<file path="src/rtl/rtc_timekeeper.sv">
`default_nettype none
// ============================================================================
// Module      : rtc_timekeeper
// Description : Real-time clock core. Divides clk down to a 1 Hz tick and
//               keeps 24-hour HH:MM:SS internally, with run/stop, 12/24-hour
//               display mapping, a validated time-load handshake and an
//               armable daily alarm. All outputs are registered.
// Revision    : 1.0 - initial release
// ============================================================================
module rtc_timekeeper #(
    parameter int unsigned CLK_DIV = 50000000,
    parameter int unsigned PRESC_W = 32
) (
    input  logic       clk,
    input  logic       rst,
    input  logic       en,
    input  logic       mode_12h,
    input  logic       set_valid,
    output logic       set_ready,
    input  logic [4:0] set_hour,
    input  logic [5:0] set_min,
    input  logic [5:0] set_sec,
    input  logic       alarm_arm,
    input  logic [4:0] alarm_hour,
    input  logic [5:0] alarm_min,
    output logic [4:0] hour,
    output logic [5:0] minute,
    output logic [5:0] second,
    output logic       pm,
    output logic       tick_1hz,
    output logic       set_err,
    output logic       alarm_hit
);

    localparam logic [PRESC_W-1:0] c_presc_max = PRESC_W'(CLK_DIV - 1);
    localparam logic [PRESC_W-1:0] c_presc_one = PRESC_W'(1);
    localparam logic [4:0]         c_hour_max  = 5'd23;
    localparam logic [5:0]         c_ms_max    = 6'd59;
    localparam logic [4:0]         c_noon      = 5'd12;

    // Internal state (time is always kept in 24-hour form)
    logic [PRESC_W-1:0] r_presc;
    logic [4:0]         r_hour24;
    logic [5:0]         r_min;
    logic [5:0]         r_sec;

    // Registered outputs
    logic               r_ready;
    logic [4:0]         r_disp_hour;
    logic               r_pm;
    logic               r_tick;
    logic               r_err;
    logic               r_hit;

    // Combinational decode
    logic               w_load_req;
    logic               w_load_fields_ok;
    logic               w_load_ok;
    logic               w_load_bad;
    logic               w_wrap;
    logic               w_tick;
    logic               w_alarm_ok;
    logic               w_alarm_hit;
    logic [PRESC_W-1:0] w_nxt_presc;
    logic [4:0]         w_nxt_hour;
    logic [5:0]         w_nxt_min;
    logic [5:0]         w_nxt_sec;
    logic [4:0]         w_disp_hour;

    // Load qualification, prescaler wrap and alarm validity
    always_comb begin
        w_load_req       = set_valid & r_ready;
        w_load_fields_ok = (set_hour <= c_hour_max) & (set_min <= c_ms_max) &
                           (set_sec <= c_ms_max);
        w_load_ok        = w_load_req & w_load_fields_ok;
        w_load_bad       = w_load_req & ~w_load_fields_ok;
        w_wrap           = en & (r_presc == c_presc_max);
        // A valid load swallows a coinciding tick; a rejected one does not
        w_tick           = w_wrap & ~w_load_ok;
        w_alarm_ok       = alarm_arm & (alarm_hour <= c_hour_max) &
                           (alarm_min <= c_ms_max);
    end

    // Next time/prescaler: valid load first, then second advance with carries
    always_comb begin
        w_nxt_presc = r_presc;
        w_nxt_hour  = r_hour24;
        w_nxt_min   = r_min;
        w_nxt_sec   = r_sec;
        if (w_load_ok) begin
            w_nxt_presc = '0;
            w_nxt_hour  = set_hour;
            w_nxt_min   = set_min;
            w_nxt_sec   = set_sec;
        end else if (w_wrap) begin
            w_nxt_presc = '0;
            if (r_sec == c_ms_max) begin
                w_nxt_sec = '0;
                if (r_min == c_ms_max) begin
                    w_nxt_min  = '0;
                    w_nxt_hour = (r_hour24 == c_hour_max) ? 5'd0 : r_hour24 + 5'd1;
                end else begin
                    w_nxt_min = r_min + 6'd1;
                end
            end else begin
                w_nxt_sec = r_sec + 6'd1;
            end
        end else if (en) begin
            w_nxt_presc = r_presc + c_presc_one;
        end
    end

    // Alarm fires only on a tick that lands on HH:MM:00; loads never fire it
    always_comb begin
        w_alarm_hit = w_tick & w_alarm_ok & (w_nxt_hour == alarm_hour) &
                      (w_nxt_min == alarm_min) & (w_nxt_sec == 6'd0);
    end

    // 12-hour display map: 0 -> 12, 13..23 -> h-12, others unchanged
    always_comb begin
        w_disp_hour = w_nxt_hour;
        if (mode_12h) begin
            if (w_nxt_hour == 5'd0) begin
                w_disp_hour = c_noon;
            end else if (w_nxt_hour > c_noon) begin
                w_disp_hour = w_nxt_hour - c_noon;
            end
        end
    end

    // State and registered outputs; reset clears everything including pulses
    always_ff @(posedge clk or negedge rst) begin
        if (!rst) begin
            r_presc     <= '0;
            r_hour24    <= '0;
            r_min       <= '0;
            r_sec       <= '0;
            r_ready     <= 1'b0;
            r_disp_hour <= '0;
            r_pm        <= 1'b0;
            r_tick      <= 1'b0;
            r_err       <= 1'b0;
            r_hit       <= 1'b0;
        end else begin
            r_presc     <= w_nxt_presc;
            r_hour24    <= w_nxt_hour;
            r_min       <= w_nxt_min;
            r_sec       <= w_nxt_sec;
            r_ready     <= 1'b1;
            r_disp_hour <= w_disp_hour;
            r_pm        <= (w_nxt_hour >= c_noon);
            r_tick      <= w_tick;
            r_err       <= w_load_bad;
            r_hit       <= w_alarm_hit;
        end
    end

    assign set_ready = r_ready;
    assign hour      = r_disp_hour;
    assign minute    = r_min;
    assign second    = r_sec;
    assign pm        = r_pm;
    assign tick_1hz  = r_tick;
    assign set_err   = r_err;
    assign alarm_hit = r_hit;

endmodule
`default_nettype wire

</file>
<file path="config.mk">
export PLATFORM = sky130hd
export DESIGN_NAME = rtc_timekeeper
export DESIGN_NICKNAME = d
export VERILOG_FILES = /design/src/rtl/rtc_timekeeper.sv
export SDC_FILE = /design/constraint.sdc
export NUM_CORES = 1
export LEC_CHECK = 0
export ABC_AREA = 1
export ABC_CLOCK_PERIOD_IN_PS = 6390
export CAP_MARGIN = 20
export CORE_ASPECT_RATIO = 0.8
export CORE_UTILIZATION = 50
export CTS_CLUSTER_DIAMETER = 50
export DETAILED_ROUTE_END_ITERATION = 6
export GPL_TIMING_DRIVEN = 0
export PLACE_DENSITY = 0.74
export SLEW_MARGIN = 5
export SYNTH_ARGS = -nofsm -noshare
export SYNTH_HDL_FRONTEND = slang
export SYNTH_SLANG_ARGS = --single-unit
</file>
<file path="constraint.sdc">
create_clock -name clk -period 6.39 [get_ports clk]
set_clock_uncertainty 0.05 [all_clocks]
set_input_delay 1.278 -clock clk [delete_from_list [all_inputs] [get_ports clk]]
set_output_delay 1.278 -clock clk [all_outputs]
set_load 0.1 [all_outputs]
</file>
==> results.cfg <==
[run_status]
status = completed

[floorplan]
fp.dieH_um = 85.8
rows = 30
die_width_um = 107
initial_core_util = 0.517
pin_count = 56
core_area_um2 = 8480
die-area_um2 = 9160

[critical_path]
crit_type = input pin to flip-flop
worstReg2RegStart = minute[0]
crit_slowest_cell = clkdlybuf4s50_1
r2r_slack_ns = 3.81
cpMostUsedCell = nor2_1
critical_path.cell_chain = clkdlybuf4s50_1, nand4_1, nand4_1, buf_4, buf_4, nand3_1, nor2_1, nand4_1, nor2_1, nand3_1, nor2_1, nand3_1, nor2_1
worstPathRequired_ns = 6.63
crit_fanout = 10
slowest_delay_ns = 0.49
rr_worst_depth = 17
start_kind = input pin
r2r-end = hour[2]
endpoint_kind = flip-flop
arrival_ns = 3.67

[clock_network]
cts_tree = done
cts_setup_buffers = 0
cts_hold_buf = 0
clkLatencyLatePin_ns = 0.36
htreeDepth = 3
root_buffer = clkbuf_8
clockBufferDepth = 2
clk_pin_slew_ns = 0.07
cts-resized-gates = 0
cts_sinks = 59
cts_made_buffers = 9

[cells_and_area]
design_area_um2 = 5290
area_delta_synth_final_pct = 20.5
diodes = 0
seqCellArea_um2 = 1480
fill_cells = 773
drive_gt1_frac = 0.139
multi_input_area_um2 = 2500
fin_nets = 739
instances_no_fill = 816

[power_and_ir_drop]
power_leakage_nw = 2.54
vdd_drop_max_mv = 0.185
p_per_area_nw_per_um2 = 245

[synth]
synth_xor_area_frac = 0.0180
synthesis.nets = 673
ys_dominant_reg_cell = dfrtp_1
avgSynthCellArea_um2 = 6.93
synth_cell_types = 45
synth_top_cell_area_share = 0.336
async_reset_ff_frac = 1.00
synthAdderAreaFrac = 0.0171
synth-compound-area-share = 0.0855
ys_ff_latch = 59
ys_seq_area_frac = 0.336
synth_top_family_by_area = simple AND/OR/NAND/NOR gates
synth_mux_area_frac = 0
synth_area_um2 = 4390
yosys.area_share.simple = 0.448
synthTopCellsByArea = dfrtp_1 34%, nand2_1 14%, inv_1 6.8%
yosysMostFrequentCell = nand2_1
synth_warnings = 0
synth_top_area_cell = dfrtp_1
synthCells = 633
ys_top_cells_by_count = 160 x nand2_1, 80 x inv_1, 67 x nor2_1
synth_edf_count = 0

[sta]
hold_violations = 0
drv_slew = 0
finalSetupViolCount = 0
final.setup.tns_ns = 0
max_freq_mhz = 292
period_minus_slack_ns = 3.42
slew_headroom = 0.340
rsz0062_at_grt = false
tightest_slew_ns = 0.987
finalCritPeriodShare = 0.536

[placed_design]
dp_hpwl_um = 8940
place_inst = 800
place.gp.congestion = 0.982
io_buffers = 55
place_area_um2 = 5080

[job]
cap_viol_max_count = 0

[global_routing]
grt_pass1_wl_um = 19300
grt_overflow = 0
grt_max_degree = 60
gr-usage-all-layers = 0.272
first_global_vias = 3945
antenna_found_initial = 0

[drt]
drc_errors = 0
drt-total-wl_um = 11800
drt_iter0_markers = 412
via_per_inst = 5.37
via_count = 4384
ant_nets = 0
wire_per_inst_um = 14.5
dr.pass1.iters = 5

[min_path]
min_to = r_presc[21]
hold_start = r_presc[21]
whs_path_depth = 2
hp-class = flip-flop to flip-flop
## cells in the final DEF (no fill, tap or decap), drive strengths merged, types with 2 or more instances in the layout
cell type      instances
inv                   90
nand3                 65
o21ai                 24
dfrtp                 59
xnor2                  3
a21oi                 25
xor2                   6
nor2                  84
a31oi                  3
a211oi                 2
nor4                   2
clkdlybuf4s50         54
clkinv                 3
nor3                  19
nand4                 22
a21boi                 2
o22ai                  4
or2                    6
ha                     6
clkbuf                16
nand3b                 6
buf                   10
nand2                183
## cell families after synthesis
group | after synthesis
other cells | 1
flops | 59
fa+ha+maj | 6
compound gates | 66
xor+xnor | 9
simple gates | 388
buf+inv | 104
## critical path: cells and delay by family
family	cells	cell delay (ns)
buffers and inverters	3	0.96
AND/OR/NAND/NOR	10	1.41
## flip-flops by register name (all words and copies together) (netlist names)
register / flops
set_ready: 1
pm: 1
second: 6
hour: 5
tick_1hz: 1
r_hour24: 5
alarm_hit: 1
r_presc: 32
minute: 6
set_err: 1
## worst max path at each step
stage | startpoint | end | slack (ns) | cells past startpoint
final | set_sec[3] | alarm_hit | 2.97 | 13
after global routing | en | hour[2] | 2.73 | 15
after CTS | en | hour[2] | 3.00 | 14
after detailed placement | en | hour[2] | 2.61 | 14
after global placement | rst | r_presc[13] | 2.05 | 1
after floorplan | minute[0] | hour[3] | 3.42 | 17
## report_power, final
part | total (W) | internal [W] | switching [W]
clock network | 0.000369 | 0.000210 | 0.000158
logic | 0.000474 | 0.000136 | 0.000338
registers | 0.000452 | 0.000412 | 0.0000400
## routing by layer
layer,up-vias,wire length (um),global-route usage
met3,23,866,0.0638
met1,2032,6020,0.403
met2,148,4680,0.382
met4,0,232,0.0946
met5,-,0,0
li1,2181,-,-
## metrics by stage
stage / total power [W] / util / setup WS, ns / hold slack (ns)
final: 0.00130 / 0.624 / 2.97 / 0.529
after global routing: 0.00136 / 0.624 / 2.73 / 0.565
after CTS: 0.00130 / 0.624 / 3.00 / 0.532
after detailed placement: 0.000927 / 0.599 / 2.61 / 0.516
after global placement: 0.000919 / 0.599 / 2.05 / 0.494
after floorplan: 0.000798 / - / 3.42 / 0.468
## cell type report
cell class / instances / area share
timing repair buffer: 55 / 0.104
clock inverter: 4 / 0.00899
sequential: 59 / 0.279
tap: 112 / 0.0265
multi-input combinational: 470 / 0.472
clock buffer: 12 / 0.0312
inverter: 91 / 0.0646
buffer: 13 / 0.0140
Note: power is estimated with default switching activity, not from simulation.
